==> config.mk <==
export PLATFORM = sky130hd
export DESIGN_NAME = if_fetch
export DESIGN_NICKNAME = d
export VERILOG_FILES = /design/src/rtl/if_fetch.sv
export SDC_FILE = /design/constraint.sdc
export NUM_CORES = 1
export LEC_CHECK = 0
export CELL_PAD_IN_SITES_DETAIL_PLACEMENT = 0
export CELL_PAD_IN_SITES_GLOBAL_PLACEMENT = 2
export CORE_MARGIN = 2
export CORE_UTILIZATION = 34
export DETAILED_ROUTE_END_ITERATION = 8
export GPL_TIMING_DRIVEN = 0
export PLACE_DENSITY = 0.95
export SYNTH_ARGS = -nofsm -noshare
export SYNTH_HDL_FRONTEND = slang
export SYNTH_SLANG_ARGS = --single-unit
==> constraint.sdc <==
create_clock -name clk -period 3 [get_ports clk]
set_input_delay 0.6 -clock clk [delete_from_list [all_inputs] [get_ports clk]]
set_output_delay 0.6 -clock clk [all_outputs]
set_load 0.02 [all_outputs]
==> src/rtl/if_fetch.sv <==
// if_fetch: instruction-fetch stage with bus handshake, one-entry skid buffer and redirect/drop handling.
// Optional macro IF_NOP_BUBBLE_EN selects addi x0,x0,0 as the bubble word (default 32'h0).
`default_nettype none

`ifndef HOLDBUS
`define HOLDBUS 2:0
`endif
`ifndef Hold_None
`define Hold_None 3'b000
`endif

module if_fetch #(
  parameter logic [31:0] RESET_PC = 32'h0000_0000
) (
  input  logic              clk,
  input  logic              rst_n,
  input  logic [`HOLDBUS]   hold_flag,
  input  logic              jump_flag,
  input  logic [31:0]       jump_addr,
  input  logic              int_flag,
  input  logic [31:0]       int_addr,
  output logic              ibus_req,
  output logic [31:0]       ibus_addr,
  input  logic              ibus_rdy,
  input  logic [31:0]       ibus_rdata,
  output logic [31:0]       IF_inst_data,
  output logic [31:0]       IF_inst_addr,
  output logic              IF_inst_valid
);

`ifdef IF_NOP_BUBBLE_EN
  localparam logic [31:0] C_BUBBLE = 32'h0000_0013;
`else
  localparam logic [31:0] C_BUBBLE = 32'h0000_0000;
`endif

  typedef enum logic [0:0] {
    S_REQ  = 1'b0,
    S_DROP = 1'b1
  } state_t;

  state_t      r_state;
  logic [31:0] r_req_addr;
  logic [31:0] r_out_data;
  logic [31:0] r_out_addr;
  logic        r_out_valid;
  logic [31:0] r_buf_data;
  logic [31:0] r_buf_addr;
  logic        r_buf_valid;
  logic [31:0] r_target;

  logic        w_req;
  logic        w_done;
  logic        w_stall;
  logic        w_redir;
  logic [31:0] w_target;

  // A full skid buffer blocks new fetches; a dropped request must still be completed.
  assign w_req    = (r_state == S_DROP) ? 1'b1 : ~r_buf_valid;
  assign w_done   = w_req & ibus_rdy;
  assign w_stall  = (hold_flag != `Hold_None);
  assign w_redir  = int_flag | jump_flag;
  assign w_target = int_flag ? int_addr : jump_addr;

  assign ibus_req      = w_req;
  assign ibus_addr     = r_req_addr;
  assign IF_inst_data  = r_out_data;
  assign IF_inst_addr  = r_out_addr;
  assign IF_inst_valid = r_out_valid;

  always_ff @(posedge clk or negedge rst_n) begin
    if (!rst_n) begin
      r_state     <= S_REQ;
      r_req_addr  <= RESET_PC;
      r_out_data  <= C_BUBBLE;
      r_out_addr  <= 32'h0;
      r_out_valid <= 1'b0;
      r_buf_data  <= 32'h0;
      r_buf_addr  <= 32'h0;
      r_buf_valid <= 1'b0;
      r_target    <= 32'h0;
    end else if (w_redir) begin
      // Redirect overrides hold; any data completing now is stale.
      r_out_data  <= C_BUBBLE;
      r_out_valid <= 1'b0;
      r_buf_valid <= 1'b0;
      if (w_req && !w_done) begin
        r_target <= w_target;
        r_state  <= S_DROP;
      end else begin
        r_req_addr <= w_target;
        r_state    <= S_REQ;
      end
    end else begin
      case (r_state)
        S_REQ: begin
          if (w_done) begin
            r_req_addr <= r_req_addr + 32'd4;
          end
          if (!w_stall) begin
            if (r_buf_valid) begin
              r_out_data  <= r_buf_data;
              r_out_addr  <= r_buf_addr;
              r_out_valid <= 1'b1;
              r_buf_valid <= 1'b0;
            end else if (w_done) begin
              r_out_data  <= ibus_rdata;
              r_out_addr  <= r_req_addr;
              r_out_valid <= 1'b1;
            end else begin
              r_out_data  <= C_BUBBLE;
              r_out_valid <= 1'b0;
            end
          end else if (w_done) begin
            r_buf_data  <= ibus_rdata;
            r_buf_addr  <= r_req_addr;
            r_buf_valid <= 1'b1;
          end
        end
        S_DROP: begin
          if (w_done) begin
            r_req_addr <= r_target;
            r_state    <= S_REQ;
          end
          if (!w_stall) begin
            r_out_data  <= C_BUBBLE;
            r_out_valid <= 1'b0;
          end
        end
        default: r_state <= S_REQ;
      endcase
    end
  end

endmodule

`default_nettype wire

==> metrics.yaml <==
timing:
  slew_headroom_pct: 39.9
  hold_ws_ns: 0.186
  rsz0062_at_grt: "false"
  worstMarginPinSlew_ns: 0.894
  final_hold_fails: 0
  clock-skew-final_ns: 0.0153
  max_clock_freq_mhz: 368
  final.period_utilization_pct: 90.7
  timing.final.max_slew_violations: 0
  timing.final.ws_setup_ns: 0.280
  setup_viol: 0
  fin_crit_ns: 2.72
min_path:
  hold_path.class: "input pin to asynchronous set/reset pin"
worst_setup_path:
  path_cells: "clkdlybuf4s50_1 -> nor3_2 -> o211ai_1 -> clkbuf_1 -> clkbuf_1 -> nand2_1 -> o21ai_1"
  crit_path_max_incr_delay_ns: 0.54
  timing.reg2reg.setup_slack_ns: 0.45
  path_common_cell: "clkbuf_1"
  end_kind: "register"
  timing.reg2reg.worst_path_depth: 6
  criticalPathCategory: "input pin to register"
  critical_path.reg2reg.endpoint: "IF_inst_addr[28]"
  crit_path_launch_type: "input pin"
  worst_r2r_startpoint: "r_state"
  path_delay_family: "buffers and inverters"
  crit_path_max_fanout: 10
  arrival_time_worst_endpoint_ns: 3.03
  timing.critical_path.slowest_stage_cell: "clkdlybuf4s50_1"
  cp_num_buf_inv: 3
  cp.required_ns: 3.31
synthesis:
  synth.lib_cells_used.distinct: 49
  syn_avg_cell_area_um2: 10.3
  netlist.area_leader.share_pct: 52.2
  leading_area_contributor_after_synthesis: "dfrtp_1"
  synth-warning-count: 0
  netlist_top_cells_area: "dfrtp_1 (52%), mux2i_1 (8.4%), mux2_1 (7.1%)"
  ys_async_sr_fraction_pct: 100
  post_synthesis_cell_count: 908
  synth-edff-count: 0
  mappedNetlistNets: 1013
  synthesis.area_um2: 9340
  ys_ff_latch: 195
  dominantRegCellSynth: "dfrtp_1"
  synth-seq-area-share_pct: 52.2
finish:
  fillers: 2550
  area.growth.synth_to_final_pct: 32.9
  fin_area_um2: 12400
  antenna-diode-count: 0
  layout_cell_share_with_drive_strength_beyond_1_pct: 5.70
  post-route-util_pct: 46.1
  num-nets-final: 1233
place:
  post_place_instance_area_um2: 11800
  pre_cts_slack_ns: -0.150
  number_of_port_buffers: 200
  detailed_place_hpwl_mm: 21.1
  globalplace.congestion: 0.877
global_routing:
  grt_start_max_net_pins: 109
  global_route.overflow_total: 0
  grt_util_overall_pct: 19.9
  number_of_antenna_violations_at_the_first_check_in_global_routing: 0
  number_of_global_route_vias_before_repair: 7597
  grt_first_pass_wirelength_mm: 44.1
routing:
  total_wirelength_mm: 28.3
  drt_first_iter_violations: 552
  routedWlPerCell_um: 19.1
  detail_route.drc_violations: 0
  vias_per_cell: 5.27
  dr_total_vias: 7806
  ant_nets: 0
  drt_first_pass_iters: 5
clocking:
  clock_latency_ns: 0.45
  cts-root-to-sink-buffers: 2
  htree_num_levels: 4
  clock_sinks: 195
  cts_resized: 0
  cts.reportedPaths.clkPinSlew_ns: 0.09
  tritoncts: "built"
  numCtsBuffers: 17
  ctsHoldBuffers: 0
  cts_root_buf: "clkbuf_16"
  post-cts-setup-buffers: 0
power_and_ir_drop:
  fin_total_pwr_uw: 7390
  peakVddDrop_uv: 322
  pd_cells_nw_per_um2: 595
  leakagePower_uw: 0.00503
floorplan:
  die_area_um2: 28800
  design.core.area_um2: 27000
  initial_cell_density_of_the_core_pct: 34.7
  die_height_um: 170
  io_pins: 202
  fp-row-count: 60
  chipWidth_um: 170
run_status:
  run_status: "finished, final reports clean"
run:
  maxCapViolations: 0
==> cell usage after synthesis, types with 4 or more instances <==
library cell	count
nand3_1	5
buf_2	18
nor2b_1	5
o21ai_0	49
inv_1	6
o21ai_1	84
nand4_1	5
nand2_1	103
nand2b_1	22
nor2_1	61
mux2i_1	78
nor4_1	4
a41oi_1	10
nor3_1	6
dfrtp_1	195
buf_1	8
clkbuf_1	41
buf_6	6
a21oi_1	30
and3_1	8
a22oi_1	28
a221oi_1	7
mux2_1	59
a31oi_1	32
==> report_power, final <==
group / internal, uW / total (uW) / switching (uW) / leakage (uW)
Sequential: 3080 / 3420 / 335 / 0.00245
Clock: 1160 / 2390 / 1230 / 0.000302
Combinational: 756 / 1580 / 823 / 0.00228
Total: 5000 / 7390 / 2390 / 0.00503
==> cell families after synthesis <==
group           synth area share, %
flops                          52.2
compound gates                 16.6
mux                            15.7
buf+inv                        3.98
fa+ha+maj                     0.134
simple gates                   11.3
==> flip-flops by register name, summed over array words and instances, names as in the netlist <==
signal,flops
ibus_addr,32
IF_inst_data,32
r_buf_valid,1
r_state,1
r_target,32
r_buf_data,32
r_buf_addr,32
IF_inst_valid,1
IF_inst_addr,32
==> stage by stage <==
step	TNS, ns	instances
after floorplan	0	908
after global routing	0	1482
after detailed placement	-2.65	1450
after global placement	-1401.79	1449
after CTS	0	1482
final	0	1482
==> area by class of cell <==
type	count	area [um^2]	share of cell area [%]
flip-flops and latches	195	4880	39.3
clock inverters	15	191	1.54
inverters	6	22.5	0.181
plain buffers	74	349	2.81
repair buffers	201	2030	16.4
multi-input cells	633	4090	32.9
well taps	341	427	3.44
clock buffers	17	425	3.43
==> worst max-delay path by stage <==
stage / startpoint / to / slack, ns / cells after the start
after global routing: int_flag / IF_inst_addr[30] / 0.10 / 7
after floorplan: jump_flag / r_buf_addr[10] / 0.91 / 7
after CTS: hold_flag[1] / IF_inst_addr[28] / 0.31 / 7
after detailed placement: hold_flag[1] / IF_inst_addr[28] / -0.15 / 7
after global placement: rst_n / IF_inst_data[5] / -7.19 / 1
final: int_flag / IF_inst_addr[28] / 0.28 / 7
==> placed cells by master (no fill, tap or decap), drive strengths merged, types with 3 or more instances in the layout <==
cell type      count
inv               17
a41oi             10
a22oi             28
nor3               7
a21oi             30
nor2              62
nand3              5
buf               35
and3               8
o2bb2ai            3
nand4              6
nor2b              5
clkbuf            58
nor4               5
and2               3
nand2b            22
a221oi             7
nand2            103
o21ai            133
a31oi             32
o211ai             3
clkinv             4
a211oi             3
mux2i             78
dfrtp            195
clkdlybuf4s50    199
mux2              61
==> routing by layer <==
metal	global-route usage, %	wire [um]	vias to the layer above
li1	-	-	3717
met3	3.61	1690	24
met4	4.79	351	0
met2	31.5	13100	278
met5	0	0	-
met1	28.5	13100	3787
(Power assumes the default switching activity.)
